==> src/rtl/dma_desc_ctrl_if.sv <==
// Descriptor-write, descriptor-fetch and engine-start bus of dma_desc_ctrl.
// master = descriptor controller, slave = CPU / fetch unit / DMA engine.
interface dma_desc_ctrl_if #(
    parameter int NUM_CH = 4,
    parameter int ADDR_W = 32,
    parameter int DATA_W = 32
);
    localparam int CH_W = $clog2(NUM_CH);

    logic [CH_W-1:0]   DESC_ch;
    logic [3:0]        DESC_sel;
    logic [DATA_W-1:0] DESC_input;
    logic              DESC_write_en;
    logic              DESC_commit;

    logic              fetch_req;
    logic [CH_W-1:0]   fetch_ch;
    logic [ADDR_W-1:0] fetch_addr;

    logic              eng_valid;
    logic              eng_ready;
    logic [CH_W-1:0]   eng_ch;
    logic [ADDR_W-1:0] eng_src;
    logic [ADDR_W-1:0] eng_dst;
    logic [DATA_W-1:0] eng_len;
    logic              eng_done;

    modport master (
        input  DESC_ch, DESC_sel, DESC_input, DESC_write_en, DESC_commit,
        output fetch_req, fetch_ch, fetch_addr,
        output eng_valid, eng_ch, eng_src, eng_dst, eng_len,
        input  eng_ready, eng_done
    );

    modport slave (
        output DESC_ch, DESC_sel, DESC_input, DESC_write_en, DESC_commit,
        input  fetch_req, fetch_ch, fetch_addr,
        input  eng_valid, eng_ch, eng_src, eng_dst, eng_len,
        output eng_ready, eng_done
    );
endinterface

==> src/rtl/dma_desc_ctrl.sv <==
// Multi-channel DMA descriptor controller: per-channel descriptor store, round-robin launch
// onto a single engine, chain fetch requests and sticky end-of-chain interrupts.
// Optional: define DMA_DESC_ZLEN_SKIP_EN to retire LEN==0 descriptors without launching them.
module dma_desc_ctrl #(
    parameter int NUM_CH = 4,
    parameter int ADDR_W = 32,
    parameter int DATA_W = 32
) (
    input  logic              clk,
    input  logic              rst_n,
    input  logic [NUM_CH-1:0] DMAEN,
    dma_desc_ctrl_if.master   bus,
    input  logic [NUM_CH-1:0] irq_clr,
    output logic [NUM_CH-1:0] irq_pend,
    output logic              DMA_interrupt
);
    localparam int CH_W = $clog2(NUM_CH);

    typedef enum logic [2:0] {S_IDLE, S_ARMED, S_LAUNCH, S_BUSY, S_FETCH} state_t;

    state_t                        state     [NUM_CH];
    state_t                        state_nxt [NUM_CH];
    logic [NUM_CH-1:0][ADDR_W-1:0] src, dst, nxt_desc;
    logic [NUM_CH-1:0][DATA_W-1:0] len;
    logic [NUM_CH-1:0]             eoc;
    logic [CH_W-1:0]               rr_ptr;
    logic                          eng_busy, grant, zskip;
    logic [CH_W-1:0]               grant_ch;
    logic [NUM_CH-1:0]             elig, irq_set;
    int                            idx;

    always_comb begin
        eng_busy = 1'b0;
        elig     = '0;
        for (int i = 0; i < NUM_CH; i++) begin
            if (state[i] == S_LAUNCH || state[i] == S_BUSY) eng_busy = 1'b1;
            elig[i] = (state[i] == S_ARMED) && DMAEN[i];
        end
    end

    // Single-issue engine: arbitrate only while no channel owns it.
    always_comb begin
        grant    = 1'b0;
        grant_ch = '0;
        idx      = 0;
        if (!eng_busy) begin
            for (int k = 0; k < NUM_CH; k++) begin
                idx = int'(rr_ptr) + k;
                if (idx >= NUM_CH) idx = idx - NUM_CH;
                if (!grant && elig[idx]) begin
                    grant    = 1'b1;
                    grant_ch = CH_W'(idx);
                end
            end
        end
    end

`ifdef DMA_DESC_ZLEN_SKIP_EN
    assign zskip = grant && (len[grant_ch] == '0);
`else
    assign zskip = 1'b0;
`endif

    always_ff @(posedge clk or negedge rst_n) begin
        if (!rst_n) begin
            for (int i = 0; i < NUM_CH; i++) state[i] <= S_IDLE;
        end else begin
            for (int i = 0; i < NUM_CH; i++) state[i] <= state_nxt[i];
        end
    end

    always_comb begin
        for (int i = 0; i < NUM_CH; i++) begin
            state_nxt[i] = state[i];
            case (state[i])
                S_IDLE:
                    if (bus.DESC_commit && int'(bus.DESC_ch) == i && DMAEN[i]) state_nxt[i] = S_ARMED;
                S_ARMED:
                    if (!DMAEN[i]) state_nxt[i] = S_IDLE;
                    else if (grant && grant_ch == CH_W'(i))
                        state_nxt[i] = zskip ? (eoc[i] ? S_IDLE : S_FETCH) : S_LAUNCH;
                S_LAUNCH:
                    if (bus.eng_ready) state_nxt[i] = S_BUSY;
                S_BUSY:
                    if (bus.eng_done) state_nxt[i] = (eoc[i] || !DMAEN[i]) ? S_IDLE : S_FETCH;
                S_FETCH:
                    if (!DMAEN[i]) state_nxt[i] = S_IDLE;
                    else if (bus.DESC_commit && int'(bus.DESC_ch) == i) state_nxt[i] = S_ARMED;
                default:
                    state_nxt[i] = S_IDLE;
            endcase
        end
    end

    // Descending scan so the lowest-index FETCH channel is presented.
    always_comb begin
        bus.fetch_req = 1'b0;
        bus.fetch_ch  = '0;
        irq_set       = '0;
        for (int i = NUM_CH - 1; i >= 0; i--) begin
            if (state[i] == S_FETCH) begin
                bus.fetch_req = 1'b1;
                bus.fetch_ch  = CH_W'(i);
            end
            irq_set[i] = eoc[i] && DMAEN[i] &&
                         ((state[i] == S_BUSY && bus.eng_done) || (zskip && grant_ch == CH_W'(i)));
        end
        bus.fetch_addr = nxt_desc[bus.fetch_ch];
        DMA_interrupt  = |irq_pend;
    end

    // Descriptor is locked from arm until the channel is back in IDLE or FETCH.
    always_ff @(posedge clk or negedge rst_n) begin
        if (!rst_n) begin
            src      <= '0;
            dst      <= '0;
            len      <= '0;
            nxt_desc <= '0;
            eoc      <= '0;
        end else if (bus.DESC_write_en) begin
            for (int i = 0; i < NUM_CH; i++) begin
                if (int'(bus.DESC_ch) == i && (state[i] == S_IDLE || state[i] == S_FETCH)) begin
                    case (bus.DESC_sel)
                        4'd0:    src[i]      <= bus.DESC_input[ADDR_W-1:0];
                        4'd1:    dst[i]      <= bus.DESC_input[ADDR_W-1:0];
                        4'd2:    len[i]      <= bus.DESC_input;
                        4'd3:    nxt_desc[i] <= bus.DESC_input[ADDR_W-1:0];
                        4'd4:    eoc[i]      <= bus.DESC_input[0];
                        default: ;
                    endcase
                end
            end
        end
    end

    always_ff @(posedge clk or negedge rst_n) begin
        if (!rst_n) begin
            bus.eng_valid <= 1'b0;
            bus.eng_ch    <= '0;
            bus.eng_src   <= '0;
            bus.eng_dst   <= '0;
            bus.eng_len   <= '0;
            rr_ptr        <= '0;
        end else begin
            if (bus.eng_valid && bus.eng_ready) bus.eng_valid <= 1'b0;
            if (grant) begin
                rr_ptr <= (int'(grant_ch) == NUM_CH - 1) ? '0 : grant_ch + 1'b1;
                if (!zskip) begin
                    bus.eng_valid <= 1'b1;
                    bus.eng_ch    <= grant_ch;
                    bus.eng_src   <= src[grant_ch];
                    bus.eng_dst   <= dst[grant_ch];
                    bus.eng_len   <= len[grant_ch];
                end
            end
        end
    end

    // A new end-of-chain event beats a same-cycle clear.
    always_ff @(posedge clk or negedge rst_n) begin
        if (!rst_n) irq_pend <= '0;
        else        irq_pend <= (irq_pend & ~irq_clr) | irq_set;
    end
endmodule
==> src/flat_wrapper.sv <==
// flat-port wrapper written by rule: the top's interface ports become plain ports
module dma_desc_ctrl_flat 
#(
    parameter int NUM_CH = 4,
    parameter int ADDR_W = 32,
    parameter int DATA_W = 32
)
  (clk, rst_n, DMAEN, irq_clr, irq_pend, DMA_interrupt, bus_DESC_ch, bus_DESC_sel, bus_DESC_input, bus_DESC_write_en, bus_DESC_commit, bus_fetch_req, bus_fetch_ch, bus_fetch_addr, bus_eng_valid, bus_eng_ch, bus_eng_src, bus_eng_dst, bus_eng_len, bus_eng_ready, bus_eng_done);
  dma_desc_ctrl_if #(.NUM_CH(NUM_CH), .ADDR_W(ADDR_W), .DATA_W(DATA_W)) bus_i ();
  input  logic clk;
  input  logic rst_n;
  input  logic [NUM_CH-1:0] DMAEN;
  input  logic [NUM_CH-1:0] irq_clr;
  output logic [NUM_CH-1:0] irq_pend;
  output logic DMA_interrupt;
  input wire logic [$bits(bus_i.DESC_ch)-1:0] bus_DESC_ch;
  input wire logic [$bits(bus_i.DESC_sel)-1:0] bus_DESC_sel;
  input wire logic [$bits(bus_i.DESC_input)-1:0] bus_DESC_input;
  input wire logic [$bits(bus_i.DESC_write_en)-1:0] bus_DESC_write_en;
  input wire logic [$bits(bus_i.DESC_commit)-1:0] bus_DESC_commit;
  output wire logic [$bits(bus_i.fetch_req)-1:0] bus_fetch_req;
  output wire logic [$bits(bus_i.fetch_ch)-1:0] bus_fetch_ch;
  output wire logic [$bits(bus_i.fetch_addr)-1:0] bus_fetch_addr;
  output wire logic [$bits(bus_i.eng_valid)-1:0] bus_eng_valid;
  output wire logic [$bits(bus_i.eng_ch)-1:0] bus_eng_ch;
  output wire logic [$bits(bus_i.eng_src)-1:0] bus_eng_src;
  output wire logic [$bits(bus_i.eng_dst)-1:0] bus_eng_dst;
  output wire logic [$bits(bus_i.eng_len)-1:0] bus_eng_len;
  input wire logic [$bits(bus_i.eng_ready)-1:0] bus_eng_ready;
  input wire logic [$bits(bus_i.eng_done)-1:0] bus_eng_done;
  assign bus_i.DESC_ch = bus_DESC_ch;
  assign bus_i.DESC_sel = bus_DESC_sel;
  assign bus_i.DESC_input = bus_DESC_input;
  assign bus_i.DESC_write_en = bus_DESC_write_en;
  assign bus_i.DESC_commit = bus_DESC_commit;
  assign bus_fetch_req = bus_i.fetch_req;
  assign bus_fetch_ch = bus_i.fetch_ch;
  assign bus_fetch_addr = bus_i.fetch_addr;
  assign bus_eng_valid = bus_i.eng_valid;
  assign bus_eng_ch = bus_i.eng_ch;
  assign bus_eng_src = bus_i.eng_src;
  assign bus_eng_dst = bus_i.eng_dst;
  assign bus_eng_len = bus_i.eng_len;
  assign bus_i.eng_ready = bus_eng_ready;
  assign bus_i.eng_done = bus_eng_done;
  dma_desc_ctrl #(.NUM_CH(NUM_CH), .ADDR_W(ADDR_W), .DATA_W(DATA_W)) u_core (.clk(clk), .rst_n(rst_n), .DMAEN(DMAEN), .bus(bus_i), .irq_clr(irq_clr), .irq_pend(irq_pend), .DMA_interrupt(DMA_interrupt));
endmodule
==> config.mk <==
export PLATFORM = sky130hd
export DESIGN_NAME = dma_desc_ctrl_flat
export DESIGN_NICKNAME = d
export VERILOG_FILES = /design/src/rtl/dma_desc_ctrl_if.sv /design/src/rtl/dma_desc_ctrl.sv /design/src/flat_wrapper.sv
export SDC_FILE = /design/constraint.sdc
export NUM_CORES = 1
export LEC_CHECK = 0
export CAP_MARGIN = 20
export CORE_ASPECT_RATIO = 1.25
export CORE_MARGIN = 5
export CORE_UTILIZATION = 35
export DETAILED_ROUTE_END_ITERATION = 12
export HOLD_SLACK_MARGIN = 0.1
export MAX_ROUTING_LAYER = met4
export PLACE_DENSITY_LB_ADDON = 0.2
export SETUP_SLACK_MARGIN = 0.05
export SKIP_LAST_GASP = 1
export SYNTH_ARGS = -nofsm -noshare
export SYNTH_HDL_FRONTEND = slang
export SYNTH_SLANG_ARGS = --single-unit
==> constraint.sdc <==
create_clock -name clk -period 8.6 [get_ports clk]
set_input_delay 2.58 -clock clk [delete_from_list [all_inputs] [get_ports clk]]
set_output_delay 2.58 -clock clk [all_outputs]
set_load 0.02 [all_outputs]
## After elaboration in Yosys (flattened, before gate mapping)

Cells that the tools add are included.

| word-level totals | value |
|---|---|
| register bits after elaboration | 633 |
| logic and storage cells | 276 |
| input bits | 52 |

| cells by class | value |
|---|---|
| equality and inequality tests | 47 |
| $add $sub $neg | 8 |
| reductions and logical operators | 88 |
| mux-type cells | 89 |
| order comparisons | 10 |
| bitwise logic cells | 3 |

Operator list:

| kind | number |
|---|---|
| 32-bit two-way mux | 12 |
| 32-bit binary-select mux with 2-bit select | 4 |
| 32-bit by 4-bit < comparator with 1-bit output (second input constant) | 4 |
| 32-bit by 4-bit greater-or-equal comparator with 1-bit output (second input constant) | 3 |
| 32-bit by 4-bit subtractor with 32-bit output (second input constant) | 3 |
| 3-bit two-way mux | 29 |
| 3-bit one-hot mux with 5 select lines | 4 |
| 3-bit AND reduction | 20 |
| 1-bit logical AND | 36 |
| 1-bit two-way mux | 26 |
| 3-bit by 2-bit == test with 1-bit output (second input constant) | 8 |
| 2-bit two-way mux | 10 |
| 5-bit AND reduction | 4 |
| 2-bit != test (second input constant) | 8 |
| 3-bit by 1-bit == test with 1-bit output (second input constant) | 4 |
| 3-bit == test (second input constant) | 4 |
| 3-bit logical NOT | 4 |
| 1-bit logical OR | 12 |
| 3-bit by 2-bit != test with 1-bit output (second input constant) | 4 |
| 3-bit != test (second input constant) | 4 |
| 1-bit binary-select mux with 2-bit select | 4 |
| 2-bit == test (second input constant) | 4 |
| 4-bit by 2-bit == test with 1-bit output (second input constant) | 2 |
| 2-bit by 1-bit != test with 1-bit output (second input constant) | 4 |
| 17 further kinds | 28 |

## Logic depth before layout (Yosys ltp)

| depth | value |
|---|---|
| depth after elaboration | 29 |
| depth in mapped cells | 13 |

## Worst setup path after synthesis

No wires, ideal clock.

| timing path | value |
|---|---|
| path kind | reg-to-output |
| start point | register u_core.state[0] in the netlist's numbering |
| end point | output bus_fetch_addr[12] |
| path buffers | 2 |
| setup slack | 3,737 ps |
| cell stages (with the launch flop) | 8 |
| arrival | 2,283 ps |
| cell sequence | dfrtp_1 > nor2_1 > a22oi_1 > a221oi_1 > buf_4 > buf_1 > a211oi_1 > a21oi_1 |

| on the way | value |
|---|---|
| cells in the longest elaborated chain, start to end | 7 |

Ends and longest elaborated chain:

| item | RTL line | text |
|---|---|---|
| start: declaration | dma_desc_ctrl.sv:21 | `state_t state [NUM_CH];` |
| 3-bit == test | dma_desc_ctrl.sv:101 | `if (state[i] == S_FETCH) begin` |
| 2-bit two-way mux (4 in series) | dma_desc_ctrl.sv:101 |  |
| 32-bit binary-select mux with 2-bit select | dma_desc_ctrl.sv:108 | `bus.fetch_addr = nxt_desc[bus.fetch_ch];` |
| 32-bit two-way mux (implied by the code) | dma_desc_ctrl.sv:108 |  |
| end: declaration | flat_wrapper.sv:23 | `output wire logic [$bits(bus_i.fetch_addr)-1:0] bus_fetch_addr;` |

Every way passes these cells. The select of a mux whose other input is x is not followed.

## Final worst setup path

| timing path | value |
|---|---|
| start point | register u_core.state[0] in the netlist's numbering |
| end point | output bus_fetch_addr[22] |

Same word-level chain as after synthesis.

==> metrics.md <==
| Metric | Value |
|---|---|
| Status | finished, final reports clean |
| Residual DRC | 0 |
| Prevailing post-synth register cell | dfrtp_1 |
| Area of the mapped netlist | ~27000 um^2 |
| IR drop worst, VDD | 0.000284 V |
| Layout cells sized above 1 | 0.311 |
| Reg2reg setup slack | about 4.8 ns |
| GPL Wtd Cong | 0.857 |
| Initial DRC count | between 900 and 1000 |
| Nets | between 2000 and 2500 |
| Core ar. | a little under 80000 um^2 |
| Crit. End Element | output pin |
| Die area | about 84000 um^2 |
| Most frequent CP cell | buf_4 |
| Largest net degree at the start of global routing | 175 |
| Postcts setup bufs | 0 |
| Via density | 5.22 |
| Yosys cell types | a little over 50 |
| CTS tree | built |
| Clock Latency Late Sink | around 0.60 ns |
| Routed wire length | between 70000 and 80000 um |
| Max_cap viols | 0 |
| YS warnings | 0 |
| Number of buffers added on ports | 190 |
| Fmax | 144 MHz |
| Total power | 10200 uW |
| Min-delay worst type | flip-flop to flip-flop |
| Post-synth EDFFs | 0 |
| Register area share after synthesis | 0.579 |
| Via count | between 15000 and 20000 |
| Synthesis-to-layout area growth | 19.4% |
| Final Max Tran Viols | 0 |
| Power per Cell Area | about 310 nW/um^2 |
| Starting Density | 0.353 |
| Post-Synthesis Cells | 1992 |
| Final hold vios | 0 |
| CTS H-tree depth | 3 |
| Synthesized net count | about 2000 |
| Grt total ovfl | 0 |
| Avg WL per Cell | ~23 um |
| Hpwl dp | between 40000 and 50000 um |
| Setup-failing EPs final | 0 |
| Global-route wire length before repair | 116000 um |
| Leakage | about 0.016 uW |
| Worst Path Class, Setup | flip-flop to output pin |
| Die Y | around 320 um |
| Post-synth top area share | 0.579 |
| RSZ-0062 raised after global routing | false |
| Final Skew | 0.0163 ns |
| Placed cell area | 30300 um^2 |
| Vias in the first global route | ~18000 |
| Root buf cell | clkbuf_16 |
| Max FO, Critical Path | 55 |
| Clock slew at reported path FFs | approximately 0.060 ns |
| Synth top area cells | dfrtp_1 (58%), mux2_2 (21%), mux2i_1 (8.3%) |
| Total negative slack | 0 ns |
| I/O pins | ~190 |
| Post-CTS resize count | 0 |
| Initial antenna violation count | 1 |
| Worst R2R Start | u_core.state[2] |
| Cts bufs inserted | a little under 70 |
| Synthesis-stage register bit count | 633 |
| CP required | between 6 and 7 ns |
| Final ANT Viol Nets | 0 |
| FFs w/ async S/R, synth | 1.00 |
| Critical path launch point type | flip-flop |
| Slew margin rel. | 0.288 |
| Synth area leader | dfrtp_1 |
| Fin crit share | 0.810 |
| # clock sinks | 633 |
| Total GRT Usage | 0.183 |
| DIE WIDTH | 260 um |
| Critical-path top delay cell | buf_4 |
| Max Root-Sink Buffers | 3 |
| Fin crit period | ~7 ns |
| CP startpoint | u_core.state[0] |
| Mean Syn Cell Area | 13.7 um^2 |
| Worst min-delay path startpoint | u_core.bus.eng_src[19] |
| Arrival time at the worst endpoint | 4.39 ns |
| 1st-pass router iterations | 5 |
| Worst slew pin tran | 1.07 ns |
| Num rows | 114 |
| Final Cell Area | ~33000 um^2 |
| Critical path's largest stage delay | 0.68 ns |
| Crit-path cells | nor2_1, a22oi_1, a221oi_4, buf_4, buf_4, mux2i_1, a21oi_1, clkdlybuf4s50_1 |
| Hold buffers post-CTS | 0 |
[final timing paths]
path / end / cells past startpoint
worst min-delay path: u_core.bus.eng_src[19] / 2
min in group asynchronous: u_core.nxt_desc[58] / 1
worst max register to register: u_core.bus.eng_dst[17] / 9
max in group asynchronous: u_core.bus.eng_len[10] / 2
worst min register to register: u_core.bus.eng_src[19] / 2
worst max-delay path: bus_fetch_addr[22] / 8
[metal layers]
metal / vias up / track usage / wire length [um]
met5: - / - / 0
met4: 0 / 0.0583 / 2100
met3: 100 / 0.0242 / 2500
met2: 297 / 0.321 / 39200
met1: 8919 / 0.219 / 31000
li1: 7521 / - / -
[through the flow]
stage	cells	hold WS, ns	setup slack [ns]	utilization
floorplan	1992	0.463	3.74	-
global placement	3101	0.469	2.23	0.392
detailed placement	3101	0.476	2.20	0.392
CTS	3226	0.489	1.53	0.421
global route	3228	0.502	1.36	0.422
finish	3228	0.485	1.63	0.422
[synthesized netlist by cell type, types with 12 or more instances]
cell      count
mux2_2      518
nor2b_1      39
o221ai_1     96
clkbuf_1     97
a211oi_1     35
a21oi_1      39
mux2i_1     227
buf_1        32
nor2_1       24
o21ai_0      12
dfrtp_1     633
nand2_1     134
buf_2        21
[placed cells by master, fill, tap and decap left out, drive strengths merged, types with 10 or more instances in the layout]
cell type / count
nor2: 25
clkdlybuf4s50: 189
nand3: 10
buf: 34
nand2: 134
nor2b: 39
a211oi: 35
inv: 13
a21oi: 39
clkinv: 14
o221ai: 96
o21ai: 12
mux2: 518
mux2i: 227
clkbuf: 102
dfrtp: 633
[cell type report]
class	instances	area [um^2]
diodes	1	2.50
clock buffers	102	2030
clock inverters	23	267
fillers	7104	44800
inverters	9	38.8
multi-input cells	1193	11000
flip-flops and latches	633	15800
well taps	1044	1310
repair buffers	223	2210
[cells by family (layout without fill, tap and decap cells)]
family / Yosys count / count (layout) / share of synthesized area
compound gates: 206 / 206 / 0.0566
fa+ha+maj: 4 / 4 / 0.00183
buf+inv: 166 / 357 / 0.0250
flops: 633 / 633 / 0.579
mux: 745 / 745 / 0.296
other cells: 0 / 1 / 0
simple gates: 238 / 238 / 0.0413
[where the power goes]
group          switching (uW)  total, uW  internal, uW
Combinational            1870       3230          1360
Sequential                419       4010          3590
Clock                    1200       2990          1790
[worst max-delay path: cells and delay by family, from the launching register on]
| kind | cells | cell delay, ns |
|---|---|---|
| AOI/OAI and AO/OA | 3 | 0.89 |
| DFF | 1 | 0.43 |
| muxes | 1 | 0.14 |
| and+or+nand+nor | 1 | 0.36 |
| buffers and inverters | 3 | 1.94 |
[registers in the layout, indices dropped and copies added, names as in the netlist, 4 cells and up]
register	count
u_core.nxt_desc	128
u_core.state	12
u_core.dst	128
u_core.eoc	4
u_core.bus.eng_dst	32
u_core.irq_pend	4
u_core.len	128
u_core.bus.eng_src	32
u_core.bus.eng_len	32
u_core.src	128
Note: power is estimated with default switching activity, not from simulation.
